==> src/rtl/ffstdp_rmw_sequencer_if.sv <==
`default_nettype none
// ============================================================================
//  Module   : ffstdp_rmw_sequencer_if
//  Purpose  : Bundles the control, count-regfile, update-unit and SRAM signals
//             of the FF-STDP read-modify-write sequencer.
//  Modports : master - the sequencer itself
//             slave  - the surrounding environment (regfiles, SRAM, update unit)
//  Revision : 1.0  initial release
// ============================================================================
interface ffstdp_rmw_sequencer_if #(
   parameter int PRE_ADDR_W     = 8,
   parameter int POST_ADDR_W    = 7,
   parameter int PRE_CNT_WIDTH  = 8,
   parameter int POST_CNT_WIDTH = 7,
   parameter int WEIGHT_WIDTH   = 8
);
   // control
   logic                              START;
   logic                              IS_TRAIN;
   logic                              HOLD;
   logic                              BUSY;
   logic                              DONE;
   // spike-count register files
   logic [PRE_ADDR_W-1:0]             PRE_CNT_RADDR;
   logic [PRE_CNT_WIDTH-1:0]          PRE_CNT_RDATA;
   logic [POST_ADDR_W-1:0]            POST_CNT_RADDR;
   logic [POST_CNT_WIDTH-1:0]         POST_CNT_RDATA;
   // FF-STDP update unit
   logic [PRE_CNT_WIDTH-1:0]          UPD_PRE_CNT;
   logic [POST_CNT_WIDTH-1:0]         UPD_POST_CNT;
   logic                              UPD_TREF_EVENT;
   logic signed [WEIGHT_WIDTH-1:0]    UPD_WSYN_NEW;
   // weight SRAM (1R + 1W)
   logic                              SRAM_RE;
   logic [PRE_ADDR_W+POST_ADDR_W-1:0] SRAM_RADDR;
   logic                              SRAM_WE;
   logic [PRE_ADDR_W+POST_ADDR_W-1:0] SRAM_WADDR;
   logic signed [WEIGHT_WIDTH-1:0]    SRAM_WDATA;

   modport master (
      input  START, IS_TRAIN, HOLD, PRE_CNT_RDATA, POST_CNT_RDATA, UPD_WSYN_NEW,
      output BUSY, DONE, PRE_CNT_RADDR, POST_CNT_RADDR, UPD_PRE_CNT, UPD_POST_CNT,
             UPD_TREF_EVENT, SRAM_RE, SRAM_RADDR, SRAM_WE, SRAM_WADDR, SRAM_WDATA
   );

   modport slave (
      output START, IS_TRAIN, HOLD, PRE_CNT_RDATA, POST_CNT_RDATA, UPD_WSYN_NEW,
      input  BUSY, DONE, PRE_CNT_RADDR, POST_CNT_RADDR, UPD_PRE_CNT, UPD_POST_CNT,
             UPD_TREF_EVENT, SRAM_RE, SRAM_RADDR, SRAM_WE, SRAM_WADDR, SRAM_WDATA
   );
endinterface
`default_nettype wire

==> src/rtl/ffstdp_rmw_sequencer.sv <==
`default_nettype none
// ============================================================================
//  Module   : ffstdp_rmw_sequencer
//  Purpose  : Training-phase read-modify-write sequencer for the synaptic
//             weight SRAM. On a training time-reference event it walks every
//             (pre, post) synapse row-major, reads the weight, presents the
//             spike counts to the FF-STDP update unit and writes the updated
//             weight back two cycles after the read.
//  Ports    : CLK  - clock, rising edge
//             RST  - synchronous active-high reset (aborts a running sequence)
//             bus  - ffstdp_rmw_sequencer_if.master:
//                    START/IS_TRAIN/HOLD in, BUSY/DONE out,
//                    count-regfile indices out / data in,
//                    update-unit counts + TREF out / new weight in,
//                    SRAM read and write ports out
//  Revision : 1.0  initial release
// ============================================================================
module ffstdp_rmw_sequencer #(
   parameter int N_PRE          = 256,
   parameter int N_POST         = 128,
   parameter int PRE_ADDR_W     = $clog2(N_PRE),
   parameter int POST_ADDR_W    = $clog2(N_POST),
   parameter int PRE_CNT_WIDTH  = 8,
   parameter int POST_CNT_WIDTH = 7,
   parameter int WEIGHT_WIDTH   = 8,
   parameter bit SKIP_ZERO_PRE  = 1'b1
) (
   input  logic                  CLK,
   input  logic                  RST,
   ffstdp_rmw_sequencer_if.master bus
);

   localparam int                     c_ADDR_W    = PRE_ADDR_W + POST_ADDR_W;
   localparam logic [PRE_ADDR_W-1:0]  c_PRE_LAST  = PRE_ADDR_W'(N_PRE - 1);
   localparam logic [POST_ADDR_W-1:0] c_POST_LAST = POST_ADDR_W'(N_POST - 1);

   typedef enum logic [1:0] {
      S_IDLE  = 2'd0,
      S_RUN   = 2'd1,
      S_DRAIN = 2'd2
   } state_t;

   state_t                 r_state;
   logic [PRE_ADDR_W-1:0]  r_pre_idx;
   logic [POST_ADDR_W-1:0] r_post_idx;
   // write pipeline: stage 1 = SRAM data cycle, stage 2 = write-back cycle
   logic                   r_s1_vld;
   logic [c_ADDR_W-1:0]    r_s1_addr;
   logic                   r_s2_vld;
   logic [c_ADDR_W-1:0]    r_s2_addr;
   logic                   r_done;

   logic                   w_run_act;
   logic                   w_skip;
   logic                   w_issue;
   logic                   w_row_end;
   logic                   w_last;
   logic [c_ADDR_W-1:0]    w_raddr;

   // The skip decision needs the pre count of the current row, which the
   // regfile returns combinationally, so read issue is decided in-cycle.
   assign w_run_act = (r_state == S_RUN) && !bus.HOLD;
   assign w_skip    = SKIP_ZERO_PRE && w_run_act && (r_post_idx == '0)
                      && (bus.PRE_CNT_RDATA == '0);
   assign w_issue   = w_run_act && !w_skip;
   assign w_row_end = w_skip || (w_issue && (r_post_idx == c_POST_LAST));
   assign w_last    = w_row_end && (r_pre_idx == c_PRE_LAST);
   assign w_raddr   = {r_pre_idx, r_post_idx};

   always_ff @(posedge CLK) begin
      if (RST) begin
         r_state    <= S_IDLE;
         r_pre_idx  <= '0;
         r_post_idx <= '0;
         r_s1_vld   <= 1'b0;
         r_s1_addr  <= '0;
         r_s2_vld   <= 1'b0;
         r_s2_addr  <= '0;
         r_done     <= 1'b0;
      end else begin
         // The pipe shifts every cycle; HOLD only blocks new reads.
         r_s1_vld  <= w_issue;
         r_s1_addr <= w_raddr;
         r_s2_vld  <= r_s1_vld;
         r_s2_addr <= r_s1_addr;
         r_done    <= 1'b0;

         case (r_state)
            S_IDLE: begin
               if (bus.START && bus.IS_TRAIN) begin
                  r_state    <= S_RUN;
                  r_pre_idx  <= '0;
                  r_post_idx <= '0;
               end
            end

            S_RUN: begin
               if (w_row_end) begin
                  r_post_idx <= '0;
                  r_pre_idx  <= r_pre_idx + 1'b1;
               end else if (w_issue) begin
                  r_post_idx <= r_post_idx + 1'b1;
               end

               if (w_last) begin
                  r_pre_idx <= '0;
                  // A skipped last row with nothing left in stage 1 means the
                  // pipe is empty next cycle: finish without a drain cycle.
                  if (w_skip && !r_s1_vld) begin
                     r_state <= S_IDLE;
                     r_done  <= 1'b1;
                  end else begin
                     r_state <= S_DRAIN;
                  end
               end
            end

            S_DRAIN: begin
               // Stage 1 empty now means the final write is in stage 2 this
               // cycle, so DONE lands the cycle after the last write.
               if (!r_s1_vld) begin
                  r_state <= S_IDLE;
                  r_done  <= 1'b1;
               end
            end

            default: begin
               r_state <= S_IDLE;
            end
         endcase
      end
   end

   assign bus.BUSY           = (r_state != S_IDLE);
   assign bus.DONE           = r_done;
   assign bus.PRE_CNT_RADDR  = r_pre_idx;
   assign bus.POST_CNT_RADDR = r_post_idx;
   assign bus.UPD_PRE_CNT    = bus.PRE_CNT_RDATA;
   assign bus.UPD_POST_CNT   = bus.POST_CNT_RDATA;
   assign bus.UPD_TREF_EVENT = r_s1_vld | r_s2_vld;
   assign bus.SRAM_RE        = w_issue;
   assign bus.SRAM_RADDR     = w_raddr;
   assign bus.SRAM_WE        = r_s2_vld;
   assign bus.SRAM_WADDR     = r_s2_addr;
   assign bus.SRAM_WDATA     = bus.UPD_WSYN_NEW;

endmodule
`default_nettype wire

==> src/flat_wrapper.sv <==
// flat-port wrapper written by rule: the top's interface ports become plain ports
module ffstdp_rmw_sequencer_flat 
#(
   parameter int N_PRE          = 256,
   parameter int N_POST         = 128,
   parameter int PRE_ADDR_W     = $clog2(N_PRE),
   parameter int POST_ADDR_W    = $clog2(N_POST),
   parameter int PRE_CNT_WIDTH  = 8,
   parameter int POST_CNT_WIDTH = 7,
   parameter int WEIGHT_WIDTH   = 8,
   parameter bit SKIP_ZERO_PRE  = 1'b1
)
  (CLK, RST, bus_START, bus_IS_TRAIN, bus_HOLD, bus_PRE_CNT_RDATA, bus_POST_CNT_RDATA, bus_UPD_WSYN_NEW, bus_BUSY, bus_DONE, bus_PRE_CNT_RADDR, bus_POST_CNT_RADDR, bus_UPD_PRE_CNT, bus_UPD_POST_CNT, bus_UPD_TREF_EVENT, bus_SRAM_RE, bus_SRAM_RADDR, bus_SRAM_WE, bus_SRAM_WADDR, bus_SRAM_WDATA);
  ffstdp_rmw_sequencer_if #(.PRE_ADDR_W(PRE_ADDR_W), .POST_ADDR_W(POST_ADDR_W), .PRE_CNT_WIDTH(PRE_CNT_WIDTH), .POST_CNT_WIDTH(POST_CNT_WIDTH), .WEIGHT_WIDTH(WEIGHT_WIDTH)) bus_i ();
  input  logic CLK;
  input  logic RST;
  input wire logic [$bits(bus_i.START)-1:0] bus_START;
  input wire logic [$bits(bus_i.IS_TRAIN)-1:0] bus_IS_TRAIN;
  input wire logic [$bits(bus_i.HOLD)-1:0] bus_HOLD;
  input wire logic [$bits(bus_i.PRE_CNT_RDATA)-1:0] bus_PRE_CNT_RDATA;
  input wire logic [$bits(bus_i.POST_CNT_RDATA)-1:0] bus_POST_CNT_RDATA;
  input wire logic [$bits(bus_i.UPD_WSYN_NEW)-1:0] bus_UPD_WSYN_NEW;
  output wire logic [$bits(bus_i.BUSY)-1:0] bus_BUSY;
  output wire logic [$bits(bus_i.DONE)-1:0] bus_DONE;
  output wire logic [$bits(bus_i.PRE_CNT_RADDR)-1:0] bus_PRE_CNT_RADDR;
  output wire logic [$bits(bus_i.POST_CNT_RADDR)-1:0] bus_POST_CNT_RADDR;
  output wire logic [$bits(bus_i.UPD_PRE_CNT)-1:0] bus_UPD_PRE_CNT;
  output wire logic [$bits(bus_i.UPD_POST_CNT)-1:0] bus_UPD_POST_CNT;
  output wire logic [$bits(bus_i.UPD_TREF_EVENT)-1:0] bus_UPD_TREF_EVENT;
  output wire logic [$bits(bus_i.SRAM_RE)-1:0] bus_SRAM_RE;
  output wire logic [$bits(bus_i.SRAM_RADDR)-1:0] bus_SRAM_RADDR;
  output wire logic [$bits(bus_i.SRAM_WE)-1:0] bus_SRAM_WE;
  output wire logic [$bits(bus_i.SRAM_WADDR)-1:0] bus_SRAM_WADDR;
  output wire logic [$bits(bus_i.SRAM_WDATA)-1:0] bus_SRAM_WDATA;
  assign bus_i.START = bus_START;
  assign bus_i.IS_TRAIN = bus_IS_TRAIN;
  assign bus_i.HOLD = bus_HOLD;
  assign bus_i.PRE_CNT_RDATA = bus_PRE_CNT_RDATA;
  assign bus_i.POST_CNT_RDATA = bus_POST_CNT_RDATA;
  assign bus_i.UPD_WSYN_NEW = bus_UPD_WSYN_NEW;
  assign bus_BUSY = bus_i.BUSY;
  assign bus_DONE = bus_i.DONE;
  assign bus_PRE_CNT_RADDR = bus_i.PRE_CNT_RADDR;
  assign bus_POST_CNT_RADDR = bus_i.POST_CNT_RADDR;
  assign bus_UPD_PRE_CNT = bus_i.UPD_PRE_CNT;
  assign bus_UPD_POST_CNT = bus_i.UPD_POST_CNT;
  assign bus_UPD_TREF_EVENT = bus_i.UPD_TREF_EVENT;
  assign bus_SRAM_RE = bus_i.SRAM_RE;
  assign bus_SRAM_RADDR = bus_i.SRAM_RADDR;
  assign bus_SRAM_WE = bus_i.SRAM_WE;
  assign bus_SRAM_WADDR = bus_i.SRAM_WADDR;
  assign bus_SRAM_WDATA = bus_i.SRAM_WDATA;
  ffstdp_rmw_sequencer #(.N_PRE(N_PRE), .N_POST(N_POST), .PRE_ADDR_W(PRE_ADDR_W), .POST_ADDR_W(POST_ADDR_W), .PRE_CNT_WIDTH(PRE_CNT_WIDTH), .POST_CNT_WIDTH(POST_CNT_WIDTH), .WEIGHT_WIDTH(WEIGHT_WIDTH), .SKIP_ZERO_PRE(SKIP_ZERO_PRE)) u_core (.CLK(CLK), .RST(RST), .bus(bus_i));
endmodule
==> config.mk <==
export PLATFORM = sky130hd
export DESIGN_NAME = ffstdp_rmw_sequencer_flat
export DESIGN_NICKNAME = d
export VERILOG_FILES = /design/src/rtl/ffstdp_rmw_sequencer_if.sv /design/src/rtl/ffstdp_rmw_sequencer.sv /design/src/flat_wrapper.sv
export SDC_FILE = /design/constraint.sdc
export NUM_CORES = 1
export LEC_CHECK = 0
export BUFFER_PORTS_ARGS = -buffer_cell sky130_fd_sc_hd__buf_4
export CAP_MARGIN = 25
export CORE_UTILIZATION = 45
export CTS_CLUSTER_DIAMETER = 120
export DETAILED_ROUTE_END_ITERATION = 12
export PLACE_DENSITY_LB_ADDON = 0.05
export SETUP_SLACK_MARGIN = 0.2
export SYNTH_ARGS = -nofsm -noshare
export SYNTH_HDL_FRONTEND = slang
export SYNTH_SLANG_ARGS = --single-unit
==> constraint.sdc <==
create_clock -name CLK -period 4.35 [get_ports CLK]
set_clock_uncertainty 0.2 [all_clocks]
set_input_delay 0.435 -clock CLK [delete_from_list [all_inputs] [get_ports CLK]]
set_output_delay 0.435 -clock CLK [all_outputs]
set_load 0.01 [all_outputs]
==> results by group <==
Run status
  • Status: completed

Flow run
  • Number of max-cap violations: 0

Logic synthesis
  • Mean post-synth cell area: 9.46 um^2
  • Yosys warnings: 0
  • Cell variety after synth: 43
  • Post-synthesis async set-or-reset flop share: 0%
  • Most used DFF post-synth: dfxtp_1
  • FF+latch count, synth: 50
  • Post-Syn Area: 0.00225 mm^2
  • Area share of the leading cell type in the synthesized netlist: 44.4%
  • Sequential share of the synthesized area: 44.4%
  • Synthesized net count: 272
  • Number of flops mapped to enable cells by yosys: 0
  • Cells after Synth: 238
  • Top cells by area, synth: dfxtp_1 (44%), buf_4 (13%), nor2b_1 (6.7%)
  • Cell taking the most area after synthesis: dfxtp_1

Detailed routing
  • First DRT Iteration DRCs: 89
  • Routed len/inst: between 10 and 15 um
  • Routed Antenna Nets: 0
  • DRT Wirelength: 4330 um
  • Vias: 1,670
  • Number of detailed-route iterations in the first pass: 4
  • Drt via density: just under 5
  • Final routed DRC violation total: 0

Die
  • Core Area: 0.00475 mm^2
  • Die X: just over 70 um
  • Full die area: 0.00529 mm^2
  • # IOs: 101
  • Initial Util: between 40% and 50%
  • Die height: 72.7 um
  • Rows: 25

STA
  • Tmin final: 2.89 ns
  • Final hold violation count: 0
  • Final period util: 66.4%
  • Endpoints failing setup: 0
  • Slew @ Worst Pin: 1.02 ns
  • Peak Freq: 346 MHz
  • Pins Over Slew Limit: 0
  • Setup TNS: 0 ns
  • Worst slew margin: a little under a third
  • Hold_ws: 0.239 ns
  • Worst setup margin: 1.46 ns
  • RSZ-0062 raised after global routing: false

Worst setup path
  • Arrival time at the worst endpoint: between 2 and 3 ns
  • Worst Setup Start Kind: flop
  • Crit-path max cell delay: 0.89 ns
  • Slowest stage cell, crit path: o31ai_1
  • WP data required: 4.30 ns
  • Crit-path max FO: 16
  • Worst-path cell chain: inv_1 > ha_1 > nor4b_2 > and4_1 > o31ai_1 > o21ba_2 > a211oi_1
  • Type of destination of the critical path: flop
  • Critical path class: reg2reg

Global route
  • Largest net degree at the start of global routing: 47
  • GR Overflow Total: 0
  • Initial antenna violation count: 0
  • First-pass GRT wire length: 6950 um
  • Grt met3 use: 4.01%
  • Total GRT Usage: 16.9%
  • Grt met1 use: around 24%
  • GRT busiest layer: met2
  • GR Util met2: around a quarter
  • Vias in the first global route: ~1,500

Pwr
  • Leak: 1.17 nW
  • PwrDens: 342 mW/mm^2
  • Max IR drop VDD: 0.184 mV
  • Power, Total: 0.000903 W

Clock tree
  • CTS resizes: 0
  • CTS buffer count: 5
  • TritonCTS clock tree: done
  • Root Buffer: clkbuf_8
  • Max Root-Sink Buffers: 2
  • Post-CTS setup buffer count: 0
  • Worst-Skew Late Latency: 0.29 ns
  • H-tree depth: 2
  • CTS Sinks: 50
  • Clock-pin slew on the worst setup and hold paths: around 0.09 ns
  • CTS Hold Bufs: 0

Finish
  • Commonest non-fill, non-tap cell in the layout: buf_4
  • Nets: 304
  • Most frequent cells in the layout: buf_4 (70), dfxtp_1 (50), nor2b_1 (24)
  • Share of cells above drive strength 1: 32.8%
  • Layout area overhead: 17.3%
  • Final core utilization: a little under three fifths
  • N_diodes: 0

Placement
  • Placer Congestion: 0.812
  • Final HPWL DP: approximately 3000 um
  • Place WS: around 1.6 ns
  • IO buf count: 70

Worst hold path
  • Worst Hold Class: reg2reg
## final cells by class
| cell class | instances | area (um^2) |
|---|---|---|
| fill | 471 | 2110 |
| timing repair buffer | 70 | 526 |
| clock inverter | 2 | 12.5 |
| multi-input combinational | 129 | 883 |
| inverter | 14 | 52.6 |
| tap | 67 | 83.8 |
| sequential | 50 | 1000 |
| clock buffer | 6 | 82.6 |
## synthesized netlist by cell type, types with 2 or more instances
cell type and number:
a21o_1 3, a21oi_1 2, a31oi_1 4, and3_1 3, buf_4 39, clkbuf_1 6, dfxtp_1 50, ha_1 6
inv_1 14, nand2_1 10, nand2b_1 8, nand3_1 6, nand4_1 3, nor2_1 9, nor2b_1 24, nor3_1 5
nor4_1 2, nor4b_1 3, o21ai_0 7, o22ai_1 3, o2bb2ai_1 2, o31ai_1 3, o32ai_1 3, o41ai_2 2
or2_2 3
## report_power, final
part	internal [W]	switching, W	total [W]
clock network	0.000128	0.000148	0.000276
logic	0.0000616	0.0000960	0.000158
registers	0.000464	0.00000529	0.000469
## worst max-delay path, delay by kind of cell, from the launching register on
family                     cells  cell delay (ns)
and+or+nand+nor                2             0.56
DFF                            1             0.36
adders and majority gates      1             0.36
buffers and inverters          1             0.07
AOI/OAI and AO/OA              3             1.20
## path summary, 6_finish.rpt
path	from	endpoint	slack [ns]	cells past startpoint
min	u_core.r_s1_addr[3]	u_core.bus.SRAM_WADDR[3]	0.24	1
min reg2reg	u_core.r_s1_addr[3]	u_core.bus.SRAM_WADDR[3]	0.24	1
max	u_core.r_state[1]	u_core.bus.PRE_CNT_RADDR[6]	1.46	7
max reg2reg	u_core.r_state[1]	u_core.bus.PRE_CNT_RADDR[6]	1.46	7
## metal layers
| layer | wire length (um) | vias to the layer above | share of wire, % |
|---|---|---|---|
| met2 | 1870 | 84 | 43 |
| met3 | 325 | 4 | 7.5 |
| li1 | - | 841 | - |
| met1 | 2120 | 741 | 49 |
| met4 | 12 | 0 | 0.28 |
| met5 | 0 | - | 0 |
## sequential cells by signal (all words and copies together) (netlist names)
signal                     cells
u_core.bus.DONE                1
u_core.bus.POST_CNT_RADDR      7
u_core.bus.PRE_CNT_RADDR       8
u_core.bus.SRAM_WADDR         15
u_core.bus.SRAM_WE             1
u_core.r_s1_addr              15
u_core.r_s1_vld                1
u_core.r_state                 2
## cell families after synthesis
group / synth area share [%]
AOI/OAI and AO/OA: 13.4
and+or+nand+nor: 22.1
buffers and inverters: 16.3
muxes: 0.444
adders and majority gates: 3.33
DFF: 44.4
## through the flow
stage          cell area [um^2]  std cells
2_1_floorplan              2250        238
3_3_place_gp               2550        330
3_5_place_dp               2550        330
4_1_cts                    2640        338
5_1_grt                    2640        338
6_report                   2640        338
Power figures use the tool's default switching activity.
